File: config.mk
export PLATFORM = sky130hd
export DESIGN_NAME = uart_cmd_rx
export DESIGN_NICKNAME = d
export VERILOG_FILES = /design/src/rtl/uart_pkg.sv /design/src/rtl/uart_rx_byte.sv /design/src/rtl/uart_cmd_rx.sv
export SDC_FILE = /design/constraint.sdc
export NUM_CORES = 1
export LEC_CHECK = 0
export BUFFER_PORTS_ARGS = -buffer_cell sky130_fd_sc_hd__buf_2
export CAP_MARGIN = 10
export CELL_PAD_IN_SITES_DETAIL_PLACEMENT = 0
export CELL_PAD_IN_SITES_GLOBAL_PLACEMENT = 1
export CORE_MARGIN = 2
export CORE_UTILIZATION = 54
export CTS_BUF_LIST = sky130_fd_sc_hd__clkbuf_8
export DETAILED_ROUTE_END_ITERATION = 8
export PLACE_DENSITY_LB_ADDON = 0.05
export REMOVE_ABC_BUFFERS = 1
export SLEW_MARGIN = 30
export SYNTH_ARGS = -nofsm -noshare
export SYNTH_HDL_FRONTEND = slang
export SYNTH_SLANG_ARGS = --single-unit
File: constraint.sdc
create_clock -name clk -period 6.4 [get_ports clk]
set_input_delay 0.64 -clock clk [delete_from_list [all_inputs] [get_ports clk]]
set_output_delay 0.64 -clock clk [all_outputs]
set_load 0.01 [all_outputs]
File: src/rtl/uart_pkg.sv
// rtl/uart_pkg.sv - shared constants and state types for the UART command receiver
package uart_pkg;

    localparam logic [7:0] SYNC_BYTE = 8'hA5;
    localparam int         FRAME_LEN = 5;

    typedef enum logic [1:0] {
        IDLE,
        START,
        DATA,
        STOP
    } rxState_t;

    typedef enum logic [2:0] {
        HUNT,
        ADDR,
        DHI,
        DLO,
        CHK
    } parseState_t;

endpackage

File: src/rtl/uart_rx_byte.sv
// rtl/uart_rx_byte.sv - 8N1 byte receiver with input synchroniser
module uart_rx_byte
    import uart_pkg::*;
#(
    parameter int DELAY_FRAMES = 234
) (
    input  logic       clk,
    input  logic       rst,
    input  logic       uart_rx,
    output logic       byte_valid,
    output logic [7:0] byte_data,
    output logic       frame_err
);

    localparam int CNT_W = $clog2(DELAY_FRAMES + 1);
    localparam logic [CNT_W-1:0] HALF_LAST = CNT_W'(DELAY_FRAMES / 2 - 1);
    localparam logic [CNT_W-1:0] BIT_LAST  = CNT_W'(DELAY_FRAMES - 1);

    logic             rxMeta;
    logic             rxSync;
    rxState_t         state;
    logic [CNT_W-1:0] cnt;
    logic [2:0]       bitIdx;
    logic [7:0]       shiftReg;

    always_ff @(posedge clk or posedge rst) begin
        if (rst) begin
            rxMeta     <= 1'b1;
            rxSync     <= 1'b1;
            state      <= IDLE;
            cnt        <= '0;
            bitIdx     <= '0;
            shiftReg   <= '0;
            byte_valid <= 1'b0;
            byte_data  <= '0;
            frame_err  <= 1'b0;
        end else begin
            rxMeta     <= uart_rx;
            rxSync     <= rxMeta;
            byte_valid <= 1'b0;
            frame_err  <= 1'b0;
            case (state)
                IDLE: begin
                    cnt <= '0;
                    if (!rxSync) state <= START;
                end
                START: begin
                    if (cnt == HALF_LAST) begin
                        cnt    <= '0;
                        bitIdx <= '0;
                        state  <= rxSync ? IDLE : DATA;
                    end else begin
                        cnt <= cnt + CNT_W'(1);
                    end
                end
                DATA: begin
                    if (cnt == BIT_LAST) begin
                        cnt      <= '0;
                        shiftReg <= {rxSync, shiftReg[7:1]};
                        bitIdx   <= bitIdx + 3'd1;
                        if (bitIdx == 3'd7) state <= STOP;
                    end else begin
                        cnt <= cnt + CNT_W'(1);
                    end
                end
                STOP: begin
                    if (cnt == BIT_LAST) begin
                        // Back to IDLE in the sample cycle so a zero-gap start edge is caught
                        cnt   <= '0;
                        state <= IDLE;
                        if (rxSync) begin
                            byte_data  <= shiftReg;
                            byte_valid <= 1'b1;
                        end else begin
                            frame_err <= 1'b1;
                        end
                    end else begin
                        cnt <= cnt + CNT_W'(1);
                    end
                end
                default: state <= IDLE;
            endcase
        end
    end

endmodule

File: src/rtl/uart_cmd_rx.sv
// rtl/uart_cmd_rx.sv - parses A5/ADDR/DHI/DLO/CHK frames into register-write strobes
module uart_cmd_rx
    import uart_pkg::*;
#(
    parameter int DELAY_FRAMES = 234,
    parameter int TIMEOUT_BITS = 20
) (
    input  logic        clk,
    input  logic        rst,
    input  logic        uart_rx,
    output logic        byte_valid,
    output logic [7:0]  byte_data,
    output logic        cmd_valid,
    output logic [7:0]  cmd_addr,
    output logic [15:0] cmd_data,
    output logic        frame_err,
    output logic        chk_err,
    output logic        timeout
);

    localparam int TO_LIMIT = TIMEOUT_BITS * DELAY_FRAMES;
    localparam int TO_W     = $clog2(TO_LIMIT + 1);

    parseState_t      pState;
    logic [7:0]       addrReg;
    logic [7:0]       dhiReg;
    logic [7:0]       dloReg;
    logic [TO_W-1:0]  toCnt;

    uart_rx_byte #(
        .DELAY_FRAMES(DELAY_FRAMES)
    ) u_rx_byte (
        .clk        (clk),
        .rst        (rst),
        .uart_rx    (uart_rx),
        .byte_valid (byte_valid),
        .byte_data  (byte_data),
        .frame_err  (frame_err)
    );

    always_ff @(posedge clk or posedge rst) begin
        if (rst) begin
            pState    <= HUNT;
            addrReg   <= '0;
            dhiReg    <= '0;
            dloReg    <= '0;
            toCnt     <= '0;
            cmd_valid <= 1'b0;
            cmd_addr  <= '0;
            cmd_data  <= '0;
            chk_err   <= 1'b0;
            timeout   <= 1'b0;
        end else begin
            cmd_valid <= 1'b0;
            chk_err   <= 1'b0;
            timeout   <= 1'b0;
            if (frame_err) begin
                pState <= HUNT;
                toCnt  <= '0;
            end else if (byte_valid) begin
                // A byte landing on the expiry cycle wins over the timeout
                toCnt <= '0;
                case (pState)
                    HUNT: if (byte_data == SYNC_BYTE) pState <= ADDR;
                    ADDR: begin
                        addrReg <= byte_data;
                        pState  <= DHI;
                    end
                    DHI: begin
                        dhiReg <= byte_data;
                        pState <= DLO;
                    end
                    DLO: begin
                        dloReg <= byte_data;
                        pState <= CHK;
                    end
                    CHK: begin
                        if (byte_data == (addrReg ^ dhiReg ^ dloReg)) begin
                            cmd_addr  <= addrReg;
                            cmd_data  <= {dhiReg, dloReg};
                            cmd_valid <= 1'b1;
                        end else begin
                            chk_err <= 1'b1;
                        end
                        pState <= HUNT;
                    end
                    default: pState <= HUNT;
                endcase
            end else if (pState != HUNT) begin
                if (toCnt == TO_W'(TO_LIMIT)) begin
                    timeout <= 1'b1;
                    pState  <= HUNT;
                    toCnt   <= '0;
                end else begin
                    toCnt <= toCnt + TO_W'(1);
                end
            end else begin
                toCnt <= '0;
            end
        end
    end

endmodule
==> impl_metrics.toml, run 1 <==
[place]
dp_hpwl_um = 5380
placed_cells = 484
place_congestion = 0.708
io_buffers = 39
dpl_cell_area_sq_um = 4780

[worst_hold_path]
min_path_type = "primary input to asynchronous set/reset pin"

[detailed_routing]
wirelength_um = 7690
drtIter0Drc = 111
vias = 2645
drtPass1Iterations = 4
drc_errors = 0
vias_per_cell = 5.29
wl_per_cell_um = 15.4
ant_nets = 0

[clock_network]
path_clk_slew_ns = 0.10
h-tree-depth = 3
tritoncts = "yes"
ctsHoldBuffers = 0
post_cts_buffers = 0
clkLatencyLatePin_ns = 0.36
numCtsBuffers = 9
ctsResizeCount = 0
cts-root-buf = "clkbuf_8"
clockBufferDepth = 2
clock-sinks = 100

[power]
vdd_drop_max_uv = 118
pwr-share-clk_pct = 38.6
pwr-share-seq_pct = 60.1
p_sw_uw = 229
p_leak_uw = 0.00258
power.share.switching_pct = 21.7
p_int_uw = 825
p_comb_share_pct = 1.3
power_density_nw_per_um2 = 211

[synth]
avgSynthCellArea_sq_um = 13.0
seq_area_frac_synth_pct = 55.8
syn_inst = 346
synth-seq-cells = 100
yosysWarnings = 0
ys_types = 40
synthesis.area_sq_um = 4490

[job]
maxCapViolations = 0

[timing]
setup_tns_ns = 0
period_needed_ns = 2.76
period_share_pct = 43.1
hold_viol = 0
worst_pin_slew_ns = 0.844
hold_slack_ns = 0.268
rsz0062_at_grt = "false"
setup_viol = 0
fmax_mhz = 362
slew_violations = 0
finalClockSkew_ns = 0.0151
slew_headroom_pct = 43.5

[critical_path]
cp.arrival_ns = 3.00
end_kind = "flop"
crit_slowest_cell = "nand3_2"
startpoint_type = "flop"
crit_buf_inv = 0
cp_slowest_stage_delay_ns = 0.76
crit_family = "simple AND/OR/NAND/NOR gates"
cp.required_ns = 6.64
critPathMaxFanout = 25
crit_chain = "xor2_1, xnor2_1, nor4_1, nand3_2, mux2_4"
worst-setup-path-type = "flop to flop"

[floorplan]
design.core.area_sq_um = 8130
die_y_um = 95.2
die_x_um = 95.2
io_pins = 40
dieArea_sq_um = 9060
start_util_pct = 55.2
row_count = 33

[finish]
fin_area_sq_um = 4990
most-common-layout-cells = "dfrtp_1 (98), mux2_2 (45), buf_2 (39)"
fin_cells = 500
antenna_cells = 0
drive_gt1_share_pct = 32.2
final_nets = 405
syn_to_final_growth_pct = 11.1
final_common_cell = "dfrtp_1"

[global_routing]
grtUsageTotal_pct = 18.8
grt_pass1_vias = 2647
grt_overflow = 0
antenna_found_initial = 0
grt_max_degree = 71
grt_pass1_wl_um = 13000

[run_status]
status = "completed"
==> metrics by stage <==
stage	utilization (%)	worst slack, ns	power, uW
floorplan	-	3.14	655
global placement	58.8	3.62	660
detailed placement	58.8	3.63	660
CTS	61.3	3.61	1070
global route	61.3	3.47	1100
finish	61.3	3.64	1050
==> path summary, 6_finish.rpt <==
check	from	endpoint	slack, ns	depth (start not counted)
max	u_rx_byte.byte_data[1]$_DFFE_PP0P_	cmd_addr[1]$_DFFE_PP0P_	3.64	5
min	rst	toCnt[12]$_DFF_PP0_	0.27	2
max reg2reg	u_rx_byte.byte_data[1]$_DFFE_PP0P_	cmd_addr[1]$_DFFE_PP0P_	3.64	5
min reg2reg	u_rx_byte.rxMeta$_DFF_PP1_	u_rx_byte.rxSync$_DFF_PP1_	0.37	0
max in group asynchronous	rst	chk_err$_DFF_PP0_	5.19	3
min in group clk	u_rx_byte.rxMeta$_DFF_PP1_	u_rx_byte.rxSync$_DFF_PP1_	0.37	0
==> synth_stat cells <==
cell type | n | area (sq um)
a21boi_0 | 1 | 7.51
a21oi_1 | 3 | 15.0
a22o_1 | 2 | 17.5
a31oi_1 | 3 | 18.8
and3_1 | 3 | 18.8
and3b_1 | 1 | 8.76
and4_1 | 1 | 8.76
and4bb_2 | 2 | 25.0
buf_1 | 1 | 3.75
buf_2 | 2 | 10.0
buf_6 | 2 | 22.5
clkbuf_1 | 2 | 7.51
dfrtp_1 | 98 | 2450
dfstp_2 | 2 | 52.6
ha_1 | 12 | 150
inv_1 | 14 | 52.6
mux2_2 | 45 | 507
mux2_4 | 19 | 285
mux2i_1 | 2 | 20.0
nand2_1 | 16 | 60.1
nand2b_1 | 5 | 31.3
nand3_1 | 9 | 45.0
nand3_2 | 1 | 10.0
nand4_1 | 6 | 37.5
nand4b_1 | 1 | 8.76
nor2_1 | 33 | 124
nor2b_1 | 2 | 12.5
nor3_1 | 3 | 15.0
nor4_1 | 4 | 25.0
nor4b_1 | 1 | 8.76
nor4bb_1 | 1 | 10.0
o21a_1 | 1 | 7.51
o21ai_0 | 3 | 15.0
o22ai_1 | 1 | 6.26
o31ai_1 | 1 | 7.51
o41ai_1 | 1 | 8.76
or2_2 | 1 | 6.26
xnor2_1 | 23 | 201
xnor2_2 | 1 | 16.3
xor2_1 | 17 | 149
==> layout make-up <==
type | instances | area, sq um
Inverter | 14 | 55.1
Multi-Input combinational cell | 225 | 1890
Timing Repair Buffer | 40 | 206
Clock buffer | 10 | 138
Fill cell | 697 | 3150
Tap cell | 105 | 131
Clock inverter | 6 | 65.1
Sequential cell | 100 | 2500
==> cell families after synthesis <==
kind of cell / Yosys count / share of synthesized area (%)
AOI/OAI and AO/OA: 16 / 2.31
xor gates and xnor gates: 41 / 8.17
adders and majority gates: 12 / 3.34
buffers and inverters: 21 / 2.15
DFF: 100 / 55.8
muxes: 66 / 18.1
and+or+nand+nor: 90 / 10.1
==> flip-flops by register name, summed over array words and instances (netlist names), 3 cells and up, named ones only <==
name and count:
cmd_addr 8, u_rx_byte.byte_data 8, u_rx_byte.shiftReg 8, cmd_data 16, dloReg 8, pState 3
addrReg 8, u_rx_byte.bitIdx 3, dhiReg 8, toCnt 13, u_rx_byte.cnt 8
==> power groups by stage <==
stage	Combinational (uW)	Sequential, uW	Clock [uW]
floorplan	9.47	645	0
global placement	14.3	645	0
detailed placement	14.6	645	0
CTS	14.7	633	419
global route	16.8	633	450
finish	13.7	633	407
==> layer usage <==
metal / vias to the layer above / wire length (um) / track usage [%]
met5: - / 0 / 0
met3: 9 / 224 / 3.16
li1: 1272 / - / -
met2: 40 / 3810 / 31.6
met4: 0 / 95 / 6.16
met1: 1324 / 3560 / 24.8
Note: power is estimated with default switching activity, not from simulation.
==> run 2, diff against run 1 <==
--- a/config.mk
+++ b/config.mk
@@ -10,7 +10,7 @@
 export CELL_PAD_IN_SITES_DETAIL_PLACEMENT = 0
 export CELL_PAD_IN_SITES_GLOBAL_PLACEMENT = 1
 export CORE_MARGIN = 2
-export CORE_UTILIZATION = 54
+export CORE_UTILIZATION = 50
 export CTS_BUF_LIST = sky130_fd_sc_hd__clkbuf_8
 export DETAILED_ROUTE_END_ITERATION = 8
 export PLACE_DENSITY_LB_ADDON = 0.05
==> constraint.sdc (replaced) <==
create_clock -name clk -period 2.55 [get_ports clk]
set_input_delay 0.255 -clock clk [delete_from_list [all_inputs] [get_ports clk]]
set_output_delay 0.255 -clock clk [all_outputs]
set_load 0.01 [all_outputs]
==> run 2 against run 1 <==
Compared with the run above:
- clock skew fell by 0.0045 ns
- count of clock-buffer cells in the layout rose by 1
- sequential power rose to 2.5 times the previous value
- first-iteration DRC count fell by 29%
- clock power rose to 2.6 times the previous value
- register-to-register slack got worse by 3.4 ns
- utilization fell by 3.3 points
- critical path type unchanged
==> impl_metrics.toml, run 2 (same netlist as run 1, synthesis figures left out) <==
[clock_network]
h-tree-depth = 3
numCtsBuffers = 9
tritoncts = "yes"
clkLatencyLatePin_ns = 0.35
cts-root-buf = "clkbuf_8"
post_cts_buffers = 0
path_clk_slew_ns = 0.10
clock-sinks = 100
clockBufferDepth = 2

[critical_path]
crit_start = "u_rx_byte.byte_data[6]$_DFFE_PP0P_"
crit_slowest_cell = "nor4_1"
cpMostUsedCell = "xnor2_1"
worstSetupPathDepth = 6
cp.required_ns = 2.79
startpoint_type = "flop"
critPathMaxFanout = 25
cp_slowest_stage_delay_ns = 0.61
worstRegToRegCells = 6
worst-setup-path-type = "flop to flop"
crit_chain = "xnor2_1, xnor2_1, nor4_1, nand3_2, buf_4, mux2_4"
cp.arrival_ns = 2.52
end_kind = "flop"
crit_buf_inv = 1
rr_startpoint = "u_rx_byte.byte_data[6]$_DFFE_PP0P_"
crit_family = "simple AND/OR/NAND/NOR gates"

[finish]
most-common-layout-cells = "dfrtp_1 (98), mux2_2 (45), buf_2 (39)"
fin_area_sq_um = 5060
top_register = "cmd_data"
final_common_cell = "dfrtp_1"
fillers = 739
syn_to_final_growth_pct = 12.7
antenna_cells = 0
final_nets = 413
drive_gt1_share_pct = 33.5
utilization_pct = 58.0
top_regs = "cmd_data x16, toCnt x13"
largest_reg_flops = 16
multi_input_comb_area_sq_um = 1890
seq_area_sq_um = 2500

[floorplan]
start_util_pct = 51.5
design.core.area_sq_um = 8720
die_x_um = 98.8
row_count = 34
io_pins = 40
dieArea_sq_um = 9750
die_y_um = 98.8

[power]
power_density_nw_per_um2 = 528
p_leak_uw = 0.00263
power_uw = 2670
vdd_drop_max_uv = 343

[job]
maxCapViolations = 0

[timing]
fmax_mhz = 440
setup_viol = 0
worst_pin_slew_ns = 0.756
period_needed_ns = 2.27
finalClockSkew_ns = 0.0106
period_share_pct = 89.1
slew_headroom_pct = 49.6
rsz0062_at_grt = "false"
hold_viol = 0
slew_violations = 0

[worst_hold_path]
min_path_type = "primary input to asynchronous set/reset pin"

[global_routing]
grt_pass1_wl_um = 13300
antenna_found_initial = 0
grt_pass1_vias = 2613
grt_overflow = 0
grtUsageTotal_pct = 17.1
grt_max_degree = 62

[place]
place_congestion = 0.724
io_buffers = 39
dp_hpwl_um = 5370
dpl_cell_area_sq_um = 4840

[run_status]
status = "completed"

[detailed_routing]
ant_nets = 0
vias_per_cell = 5.14
wirelength_um = 7690
wl_per_cell_um = 15.0
drtPass1Iterations = 4
drtIter0Drc = 79
drc_errors = 0
vias = 2629
-- run 2: power by group --
part	switching [uW]	internal [uW]	total, uW
registers	1.19	1590	1590
logic	32.1	7.01	39.1
clock network	535	509	1040
-- run 2: layout make-up --
| type | count | area share [%] |
|---|---|---|
| sequential | 100 | 49.5 |
| multi-input combinational | 225 | 37.3 |
| timing repair buffer | 48 | 5.24 |
| clock buffer | 11 | 2.99 |
| tap | 108 | 2.67 |
| clock inverter | 5 | 1.19 |
| inverter | 14 | 1.09 |
-- run 2: path summary, 6_finish.rpt --
path                                                 endpoint  slack, ns
worst max-delay path                  cmd_data[7]$_DFFE_PP0P_       0.28
worst min-delay path            u_rx_byte.frame_err$_DFF_PP0_       0.02
worst max register to register        cmd_data[7]$_DFFE_PP0P_       0.28
worst min register to register     u_rx_byte.rxSync$_DFF_PP1_       0.36
max in group asynchronous            cmd_data[10]$_DFFE_PP0P_       1.81
min in group clk                   u_rx_byte.rxSync$_DFF_PP1_       0.36
-- run 2: through the flow --
stage                     cells  setup WS (ns)  hold WS (ns)  setup TNS (ns)
final                       511          0.278        0.0195               0
after global routing        511          0.123         0.100               0
after CTS                   511          0.251        0.0544               0
after detailed placement    494          0.265         0.347               0
after global placement      494          0.249         0.347               0
after floorplan             339         -0.320         0.259          -31.41
-- run 2: routing by layer --
metal  routed length (um)  vias to the layer above  GRT usage [%]
li1                     -                     1285              -
met1                 3700                     1303           24.0
met2                 3710                       33           27.1
met3                  166                        8           2.77
met4                  107                        0           6.32
met5                    0                        -              0
-- run 2: timing repair --
| item | in CTS | in global routing |
|---|---|---|
| hold buffers | 1 | 0 |
| hold endpoints to repair | 1 | 0 |
| gates resized for setup | 0 | 0 |
| setup endpoints to repair | 0 | 0 |
==> run 3, diff against run 2 <==
--- a/config.mk
+++ b/config.mk
@@ -13,6 +13,7 @@
 export CORE_UTILIZATION = 50
 export CTS_BUF_LIST = sky130_fd_sc_hd__clkbuf_8
 export DETAILED_ROUTE_END_ITERATION = 8
+export MAX_ROUTING_LAYER = met4
 export PLACE_DENSITY_LB_ADDON = 0.05
 export REMOVE_ABC_BUFFERS = 1
 export SLEW_MARGIN = 30
==> run 3 against run 2 <==
Compared with the run above:
- sequential share of layout area unchanged
- via count up 0.99%
- worst setup slack improved by 0.0057 ns
- die area stayed put
- sequential power hardly changed
- first-iteration DRC count is 10% higher
- non-clock buffer count unchanged
- clock power hardly changed
- largest power group unchanged
==> impl_metrics.toml, run 3 (same netlist as run 1, synthesis figures left out) <==
[finish]
most-common-layout-cells = "dfrtp_1 (98), mux2_2 (45), buf_2 (39)"
top_register = "cmd_data"
largest_reg_flops = 16
final_nets = 413
syn_to_final_growth_pct = 12.7
drive_gt1_share_pct = 33.5
fin_cells = 511
utilization_pct = 58.0
fin_area_sq_um = 5060
final_common_cell = "dfrtp_1"
top_regs = "cmd_data x16, toCnt x13"
antenna_cells = 0
fillers = 739

[critical_path]
cp.required_ns = 2.80
crit_slowest_cell = "nor4_1"
crit_chain = "xnor2_1, xnor2_1, nor4_1, nand3_2, buf_4, mux2_4"
cp_slowest_stage_delay_ns = 0.60
worst-setup-path-type = "flop to flop"
cpMostUsedCell = "xnor2_1"
critPathMaxFanout = 25
cp.arrival_ns = 2.51
startpoint_type = "flop"
end_kind = "flop"

[run_status]
status = "completed"

[timing]
period_share_pct = 88.9
rsz0062_at_grt = "false"
worst_pin_slew_ns = 0.755
slew_violations = 0
period_needed_ns = 2.27
setup_tns_ns = 0
slew_headroom_pct = 49.7
hold_viol = 0
fmax_mhz = 441
setup_viol = 0
finalClockSkew_ns = 0.0115

[detailed_routing]
wl_per_cell_um = 15.0
drtPass1Iterations = 4
drtIter0Drc = 87
ant_nets = 0
drc_errors = 0
wirelength_um = 7670
vias = 2655
vias_per_cell = 5.20

[power]
power_uw = 2670
power_density_nw_per_um2 = 528
vdd_drop_max_uv = 340
p_leak_uw = 0.00263

[floorplan]
design.core.area_sq_um = 8720
start_util_pct = 51.5
row_count = 34
io_pins = 40
die_x_um = 98.8
die_y_um = 98.8
dieArea_sq_um = 9750

[place]
dpl_cell_area_sq_um = 4840
placed_cells = 494
dp_hpwl_um = 5370
place_congestion = 0.733
io_buffers = 39

[global_routing]
grt_overflow = 0
grt_pass1_vias = 2609
antenna_found_initial = 0
grt_max_degree = 62
grtUsageTotal_pct = 17.7
grt_pass1_wl_um = 13300

[job]
maxCapViolations = 0

[clock_network]
clockBufferDepth = 2
post_cts_buffers = 0
clock-sinks = 100
clkLatencyLatePin_ns = 0.35
tritoncts = "yes"
cts-root-buf = "clkbuf_8"
h-tree-depth = 3
path_clk_slew_ns = 0.10
numCtsBuffers = 9

[worst_hold_path]
min_path_type = "primary input to asynchronous set/reset pin"
==> run 3: cell counts in the layout (fill, tap and decap cells not counted) <==
Identical to the previous run, type by type.
==> run 3: report_power, final <==
group	leakage, uW	switching [uW]	internal [uW]
Sequential	0.00138	1.19	1590
Clock	0.000106	532	509
Combinational	0.00115	32.2	7.01
Total	0.00263	566	2100
==> run 3: what timing repair did <==
| item | CTS | global route |
|---|---|---|
| hold endpoints to repair | 1 | 0 |
| resized for setup | 0 | 0 |
| hold buffers | 1 | 0 |
==> run 3: final timing paths <==
check                      cells past startpoint                                from                          to  slack (ns)
max in group asynchronous                      3                                 rst    cmd_data[10]$_DFFE_PP0P_        1.80
min                                            2                                 rst          toCnt[2]$_DFF_PP0_        0.02
max                                            6  u_rx_byte.byte_data[6]$_DFFE_PP0P_     cmd_data[7]$_DFFE_PP0P_        0.28
min in group clk                               0          u_rx_byte.rxMeta$_DFF_PP1_  u_rx_byte.rxSync$_DFF_PP1_        0.36
min reg2reg                                    0          u_rx_byte.rxMeta$_DFF_PP1_  u_rx_byte.rxSync$_DFF_PP1_        0.36
max reg2reg                                    6  u_rx_byte.byte_data[6]$_DFFE_PP0P_     cmd_data[7]$_DFFE_PP0P_        0.28
==> run 3: metrics by stage <==
| step | setup slack (ns) | hold slack, ns |
|---|---|---|
| 2_1_floorplan | -0.320 | 0.259 |
| 3_3_place_gp | 0.249 | 0.347 |
| 3_5_place_dp | 0.265 | 0.347 |
| 4_1_cts | 0.251 | 0.0544 |
| 5_1_grt | 0.123 | 0.101 |
| 6_report | 0.284 | 0.0171 |
==> run 3: cell type report <==
class	count	area [sq um]	share of cell area (%)
Inverter	14	55.1	1.09
Clock buffer	11	151	2.99
Multi-Input combinational cell	225	1890	37.3
Sequential cell	100	2500	49.5
Tap cell	108	135	2.67
Timing Repair Buffer	48	265	5.24
Clock inverter	5	60.1	1.19
==> run 3: critical path: cells and delay by family, from the launching register on <==
kind | cells | cell delay, ns
multiplexers | 1 | 0.34
AND/OR/NAND/NOR | 2 | 0.72
buffers and inverters | 1 | 0.29
XOR/XNOR | 2 | 0.33
flip-flops | 1 | 0.48
==> run 3: metal layers <==
metal / global-route usage, % / vias to the layer above / wire, um
li1: - / 1284 / -
met1: 24.0 / 1329 / 3710
met2: 27.1 / 33 / 3700
met3: 2.98 / 9 / 159
met4: 6.32 / 0 / 104
met5: - / - / 0
